**src/rtl/recur_sched_if.sv**
```systemverilog
// recur_sched_if: requester, datapath and completion signals of recur_sched.
// abort/done_err exist only when RECUR_SCHED_ABORT_EN is defined.
// master = the scheduler, slave = requesters/datapath/consumer side.
interface recur_sched_if #(
    parameter int unsigned W     = 100,
    parameter int unsigned NREQ  = 4,
    parameter int unsigned LEN_W = 7
);
    localparam int unsigned IDW = (NREQ > 1) ? $clog2(NREQ) : 1;

    logic [NREQ-1:0]       req;
    logic [NREQ*W-1:0]     req_r;
    logic [NREQ*LEN_W-1:0] req_len;
    logic [NREQ-1:0]       gnt;
    logic                  dp_clr;
    logic                  dp_en;
    logic [W-1:0]          dp_r;
    logic [W-1:0]          dp_y;
    logic                  done_vld;
    logic                  done_rdy;
    logic [IDW-1:0]        done_id;
    logic [W-1:0]          done_y;
`ifdef RECUR_SCHED_ABORT_EN
    logic                  abort;
    logic                  done_err;
`endif

    modport master (
        input  req, req_r, req_len, dp_y, done_rdy,
`ifdef RECUR_SCHED_ABORT_EN
        input  abort,
        output done_err,
`endif
        output gnt, dp_clr, dp_en, dp_r, done_vld, done_id, done_y
    );

    modport slave (
        output req, req_r, req_len, dp_y, done_rdy,
`ifdef RECUR_SCHED_ABORT_EN
        output abort,
        input  done_err,
`endif
        input  gnt, dp_clr, dp_en, dp_r, done_vld, done_id, done_y
    );
endinterface

```
**src/rtl/recur_sched.sv**
```systemverilog
// recur_sched: round-robin scheduler sharing one external recurrence datapath
// (y <= 2*y + r) among NREQ requesters. Each grant clears the datapath, strobes
// it cnt_tgt times with the latched operand, then offers the result on a
// valid/ready completion port.
// Optional macro RECUR_SCHED_ABORT_EN adds abort input and done_err output.
module recur_sched #(
    parameter int unsigned W     = 100,
    parameter int unsigned NREQ  = 4,
    parameter int unsigned LEN_W = 7
) (
    input logic           clk,
    input logic           rst,
    recur_sched_if.master bus
);
    localparam int unsigned IDW = (NREQ > 1) ? $clog2(NREQ) : 1;

    typedef enum logic [1:0] {StIdle, StClr, StRun, StDone} state_e;

    state_e           state_q;
    logic [IDW-1:0]   ptr_q;
    logic [IDW-1:0]   id_q;
    logic [NREQ-1:0]  gnt_q;
    logic             dp_clr_q;
    logic             dp_en_q;
    logic             done_vld_q;
    logic [W-1:0]     dp_r_q;
    logic [LEN_W-1:0] cnt_q;
    logic [LEN_W-1:0] tgt_q;
    logic             err_q;

    logic             found;
    logic [IDW-1:0]   pick;
    int               idx;
    logic [NREQ-1:0]  req_sh;
    logic [W-1:0]     pick_r;
    logic [LEN_W-1:0] pick_len;
    logic [IDW-1:0]   ptr_next;
    logic             abort_hit;

`ifdef RECUR_SCHED_ABORT_EN
    assign abort_hit    = bus.abort;
    assign bus.done_err = err_q;
`else
    assign abort_hit = 1'b0;
`endif

    // First pending request at or above the pointer, wrapping around.
    always_comb begin
        found  = 1'b0;
        pick   = '0;
        idx    = 0;
        req_sh = '0;
        for (int k = 0; k < int'(NREQ); k++) begin
            idx = int'(ptr_q) + k;
            if (idx >= int'(NREQ)) idx = idx - int'(NREQ);
            req_sh = bus.req >> idx;
            if (!found && req_sh[0]) begin
                found = 1'b1;
                pick  = IDW'(idx);
            end
        end
    end

    assign pick_r   = W'(bus.req_r >> (int'(pick) * int'(W)));
    assign pick_len = LEN_W'(bus.req_len >> (int'(pick) * int'(LEN_W)));
    assign ptr_next = (id_q == IDW'(NREQ - 1)) ? '0 : id_q + IDW'(1);

    // Scheduler FSM; every control output is a register written here.
    always_ff @(posedge clk or negedge rst) begin
        if (!rst) begin
            state_q    <= StIdle;
            ptr_q      <= '0;
            id_q       <= '0;
            gnt_q      <= '0;
            dp_clr_q   <= 1'b0;
            dp_en_q    <= 1'b0;
            done_vld_q <= 1'b0;
            dp_r_q     <= '0;
            cnt_q      <= '0;
            tgt_q      <= '0;
            err_q      <= 1'b0;
        end else begin
            unique case (state_q)
                StIdle: begin
                    if (found) begin
                        state_q  <= StClr;
                        id_q     <= pick;
                        gnt_q    <= NREQ'(1) << pick;
                        dp_r_q   <= pick_r;
                        tgt_q    <= pick_len;
                        dp_clr_q <= 1'b1;
                        err_q    <= 1'b0;
                    end
                end
                StClr: begin
                    dp_clr_q <= 1'b0;
                    cnt_q    <= '0;
                    if (abort_hit) begin
                        state_q    <= StDone;
                        done_vld_q <= 1'b1;
                        err_q      <= 1'b1;
                    end else if (tgt_q == '0) begin
                        state_q    <= StDone;
                        done_vld_q <= 1'b1;
                    end else begin
                        state_q <= StRun;
                        dp_en_q <= 1'b1;
                    end
                end
                StRun: begin
                    cnt_q <= cnt_q + LEN_W'(1);
                    // tgt_q >= 1 here, so tgt_q - 1 cannot wrap
                    if (abort_hit || cnt_q == tgt_q - LEN_W'(1)) begin
                        state_q    <= StDone;
                        dp_en_q    <= 1'b0;
                        done_vld_q <= 1'b1;
                        err_q      <= abort_hit;
                    end
                end
                StDone: begin
                    if (bus.done_rdy) begin
                        state_q    <= StIdle;
                        gnt_q      <= '0;
                        done_vld_q <= 1'b0;
                        err_q      <= 1'b0;
                        ptr_q      <= ptr_next;
                    end
                end
                default: state_q <= StIdle;
            endcase
        end
    end

    assign bus.gnt      = gnt_q;
    assign bus.dp_clr   = dp_clr_q;
    assign bus.dp_en    = dp_en_q;
    assign bus.dp_r     = dp_r_q;
    assign bus.done_vld = done_vld_q;
    // Datapath is frozen in StDone, so passing dp_y through keeps done_y stable.
    assign bus.done_id  = done_vld_q ? id_q : '0;
    assign bus.done_y   = done_vld_q ? bus.dp_y : '0;
endmodule

```
**src/flat_wrapper.sv**
```systemverilog
// flat-port wrapper written by rule: the top's interface ports become plain ports
module recur_sched_flat 
#(
    parameter int unsigned W     = 100,
    parameter int unsigned NREQ  = 4,
    parameter int unsigned LEN_W = 7
)
  (clk, rst, bus_req, bus_req_r, bus_req_len, bus_dp_y, bus_done_rdy, bus_gnt, bus_dp_clr, bus_dp_en, bus_dp_r, bus_done_vld, bus_done_id, bus_done_y);
  recur_sched_if #(.W(W), .NREQ(NREQ), .LEN_W(LEN_W)) bus_i ();
  input logic clk;
  input logic rst;
  input wire logic [$bits(bus_i.req)-1:0] bus_req;
  input wire logic [$bits(bus_i.req_r)-1:0] bus_req_r;
  input wire logic [$bits(bus_i.req_len)-1:0] bus_req_len;
  input wire logic [$bits(bus_i.dp_y)-1:0] bus_dp_y;
  input wire logic [$bits(bus_i.done_rdy)-1:0] bus_done_rdy;
  output wire logic [$bits(bus_i.gnt)-1:0] bus_gnt;
  output wire logic [$bits(bus_i.dp_clr)-1:0] bus_dp_clr;
  output wire logic [$bits(bus_i.dp_en)-1:0] bus_dp_en;
  output wire logic [$bits(bus_i.dp_r)-1:0] bus_dp_r;
  output wire logic [$bits(bus_i.done_vld)-1:0] bus_done_vld;
  output wire logic [$bits(bus_i.done_id)-1:0] bus_done_id;
  output wire logic [$bits(bus_i.done_y)-1:0] bus_done_y;
  assign bus_i.req = bus_req;
  assign bus_i.req_r = bus_req_r;
  assign bus_i.req_len = bus_req_len;
  assign bus_i.dp_y = bus_dp_y;
  assign bus_i.done_rdy = bus_done_rdy;
  assign bus_gnt = bus_i.gnt;
  assign bus_dp_clr = bus_i.dp_clr;
  assign bus_dp_en = bus_i.dp_en;
  assign bus_dp_r = bus_i.dp_r;
  assign bus_done_vld = bus_i.done_vld;
  assign bus_done_id = bus_i.done_id;
  assign bus_done_y = bus_i.done_y;
  recur_sched #(.W(W), .NREQ(NREQ), .LEN_W(LEN_W)) u_core (.clk(clk), .rst(rst), .bus(bus_i));
endmodule
```
**config.mk**
```make
export PLATFORM = sky130hd
export DESIGN_NAME = recur_sched_flat
export DESIGN_NICKNAME = d
export VERILOG_FILES = /design/src/rtl/recur_sched_if.sv /design/src/rtl/recur_sched.sv /design/src/flat_wrapper.sv
export SDC_FILE = /design/constraint.sdc
export NUM_CORES = 1
export LEC_CHECK = 0
export CELL_PAD_IN_SITES_DETAIL_PLACEMENT = 1
export CELL_PAD_IN_SITES_GLOBAL_PLACEMENT = 1
export CORE_AREA = 5 5 289 291
export CTS_BUF_LIST = sky130_fd_sc_hd__clkbuf_4 sky130_fd_sc_hd__clkbuf_8 sky130_fd_sc_hd__clkbuf_16
export CTS_CLUSTER_SIZE = 28
export DETAILED_ROUTE_END_ITERATION = 7
export DIE_AREA = 0 0 294 296
export GPL_TIMING_DRIVEN = 1
export PLACE_DENSITY_LB_ADDON = 0.1
export SYNTH_ARGS = -nofsm -noshare
export SYNTH_HDL_FRONTEND = slang
export SYNTH_SLANG_ARGS = --single-unit
```
**constraint.sdc**
```tcl
create_clock -name clk -period 2.8 [get_ports clk]
set_clock_uncertainty 0.2 [all_clocks]
set_input_delay 0.42 -clock clk [delete_from_list [all_inputs] [get_ports clk]]
set_output_delay 0.42 -clock clk [all_outputs]
set_load 0.02 [all_outputs]
```
==> metrics.md <==
| Metric | Value |
|---|---|
| Max-cap viol count | 0 |
| Mapped Avg Cell Area | ~11 µm² |
| Reg2Reg Depth | 10 |
| Max-slew violation count | 0 |
| Drt first pass iters | 5 |
| EDFF count, synth | 0 |
| H-tree levels | 4 |
| CP Launch Type | flip-flop |
| Core Util, Final | between 20% and 30% |
| Power Density | between 300 and 400 nW/µm² |
| Number of global-route vias before repair | around 12000 |
| Worst-path clk slew | about 0.07 ns |
| P_leak | 0.00823 µW |
| Register area | about 3200 µm² |
| Avg Vias per Cell | 3.74 |
| Post-layout nets | ~2200 |
| Wire length of the first global-routing pass | approximately 84 mm |
| Core ar. | about 80000 µm² |
| Seq/Total Area, Yosys | approximately 34% |
| CP Capture Type | flip-flop |
| Remaining antenna violation count | 0 |
| Crit Path Category | reg -> reg |
| DP Area | 18700 µm² |
| Fill cells | 9127 |
| DR WL/cell | around 22 µm |
| Fmax | about 340 MHz |
| IO buf count | around 740 |
| Worst-Skew Late Latency | around 0.47 ns |
| Flops & latches, synth | between 100 and 150 |
| Yosys cell types | 58 |
| Final Hold Viols | 0 |
| Worst Path Max Fanout | 19 |
| Final worst slack | -0.158 ns |
| Int Power | 4520 µW |
| Reg2Reg Capture Point | u_core.bus.dp_r[95] |
| WL final | about 60 mm |
| Post-Synthesis Cell Area | 9250 µm² |
| Total Power | ~6200 µW |
| Register share of total power | around 30% |
| HPWL after DPL | slightly below 50 mm |
| Switching part of the total | roughly 27% |
| Clock sink count | 127 |
| CTS tree | built |
| Setup slack after placement | -0.527 ns |
| RSZ-0062 raised after global routing | true |
| Grt total ovfl | 0 |
| Maximum VDD drop | about 0.25 mV |
| GRT Overall Usage | 13.1% |
| Status | complete, but fails checks |
| Hold Path Class | in -> async |
| Initial antenna violation count | 8 |
| Clk buf depth | 2 |
| Failing checks | setup timing |
| Reg2reg start | u_core.ptr_q[0] |
| Total CTS buffers | 17 |
| Vias | 10400 |
| Ys async rst share | between 90% and 100% |
| Worst slew pin tran | roughly 0.62 ns |
| Die height | around 300 µm |
| Clock power frac | a little over two fifths |
| Share of layout cells above drive strength 1 | roughly 17% |
| Initial Util | a little under an eighth |
| Worst Path Required | between 2 and 3 ns |
| Final worst-path cycle share | 106% |
| Area growth, synth to finish | 115% |
| Die width | slightly below 300 µm |
| Arrival @ worst endpoint | ~3.1 ns |
| Die Area | 87000 µm² |
| Post-route cell area | 19900 µm² |
| Top cell type's share of synthesized area | roughly a third |
| I/O Pins | between 700 and 800 |
| Post-Syn Nets | 1423 |
| Leading area contributor after synthesis | dfrtp_1 |
| # rows | between 100 and 150 |
| Final Setup Violations | approximately 110 |
| Ys Warns | 0 |
| Worst R2R Setup Slack | -0.16 ns |
| Post-route minimum period | between 2 and 3 ns |
| Slew headroom | between 50% and 60% |
| Commonest non-fill, non-tap cell in the layout | clkdlybuf4s50_1 |
| Area of the multi-input gates | between 5000 and 6000 µm² |
| Net Switching | roughly 1700 µW |
| Largest cells by area after synthesis | dfrtp_1 34%, mux2i_1 23%, o221ai_2 8.4% |
| Logic pwr share | 28.3% |
| GPL Wtd Cong | a little over 0.8 |
| Synth Flop Type | dfrtp_1 |
| Root Driver | clkbuf_16 |
| Drt drc | 0 |
| Largest net degree at the start of global routing | 51 |
| Syn Inst Count | ~900 |
| Commonest cells after routing, fill and taps aside | 736 x clkdlybuf4s50_1, 157 x mux2i_1, 125 x dfrtp_1, 122 x nand2_1, 104 x and2_1 |
| Drt first-iter violations | around 250 |
## cell usage after synthesis, types with 4 or more instances
library cell	n
dfrtp_1	127
xnor2_1	5
a22o_1	4
a21oi_1	6
nand2_1	123
o221ai_2	52
o221ai_1	57
buf_4	4
clkbuf_4	8
xor2_1	5
buf_2	13
buf_12	11
nand3_1	9
buf_6	8
o21ai_0	12
and2_1	104
inv_1	15
mux2i_1	216
ha_1	11
clkbuf_1	25
nor2_1	5
## power by group through the flow
stage / registers [µW] / logic (µW) / clock network [µW]
2_1_floorplan: 1870 / 556 / 0
3_3_place_gp: 1870 / 1670 / 0
3_5_place_dp: 1870 / 1680 / 0
4_1_cts: 1830 / 1730 / 2750
5_1_grt: 1830 / 1860 / 2800
6_report: 1830 / 1750 / 2600
## stage by stage
step	instances	hold WS (ns)	setup TNS (ns)
3_5_place_dp	2721	0.270	-46.45
3_3_place_gp	2721	0.268	-41.41
2_1_floorplan	877	-0.0756	-4.98
5_1_grt	2766	0.313	-21.05
6_report	2769	0.286	-8.28
4_1_cts	2760	0.285	-11.97
## state kept, by name, summed over array words and instances, names as in the netlist
signal	cells
u_core.bus.gnt	4
u_core.bus.dp_r	100
u_core.id_q	2
u_core.bus.dp_en	1
u_core.tgt_q	7
u_core.ptr_q	2
u_core.state_q	2
u_core.cnt_q	7
u_core.bus.dp_clr	1
u_core.bus.done_vld	1
## timing repair
action,in CTS,in global routing
hold buffers,1,0
setup endpoints to repair,184,113
gates cloned,1,0
hold endpoints to repair,46,0
resized for setup,49,44
buffers inserted,5,2
## cell families after synthesis
kind of cell / synth area share, %
simple gates: 14.8
compound gates: 17.1
xor+xnor: 0.947
flops: 34.4
mux: 24.4
fa+ha+maj: 1.49
buf+inv: 6.94
## worst max-delay path, cell delays in order (launching register included)
cell	delay, ns
dfrtp_2	0.38
inv_4	0.04
ha_4	0.29
mux2_4	0.31
a22o_1	0.25
a21o_1	0.19
a32oi_4	0.26
buf_12	0.22
buf_12	0.21
mux2i_2	0.27
o221ai_1	0.13
## metal layers
layer	part of all wire, %	vias to the layer above	GRT usage [%]
met5	0.012	-	0
met4	1.1	2	3.08
met3	7.7	27	4.73
met1	36	5039	13.5
met2	55	411	25.1
li1	-	4889	-
## area by class of cell
cell class / count / area share (%)
tap: 1060 / 6.66
clock buffer: 20 / 2.34
sequential: 127 / 16.0
multi-input combinational: 662 / 29.2
inverter: 15 / 0.295
clock inverter: 12 / 0.905
timing repair buffer: 866 / 44.5
antenna: 7 / 0.0880
## worst max-delay path by stage
stage | cells after the start | slack [ns] | startpoint | endpoint
2_1_floorplan | 12 | -0.06 | u_core.ptr_q[0] | u_core.bus.dp_r[75]
3_3_place_gp | 8 | -0.50 | bus_req[2] | u_core.bus.dp_r[66]
3_5_place_dp | 8 | -0.53 | bus_req[2] | u_core.bus.dp_r[66]
4_1_cts | 10 | -0.18 | u_core.ptr_q[0] | u_core.bus.dp_r[80]
5_1_grt | 11 | -0.28 | u_core.ptr_q[1] | u_core.bus.dp_r[95]
6_report | 10 | -0.16 | u_core.ptr_q[0] | u_core.bus.dp_r[95]
No activity file was read; power rests on OpenSTA's default activity.
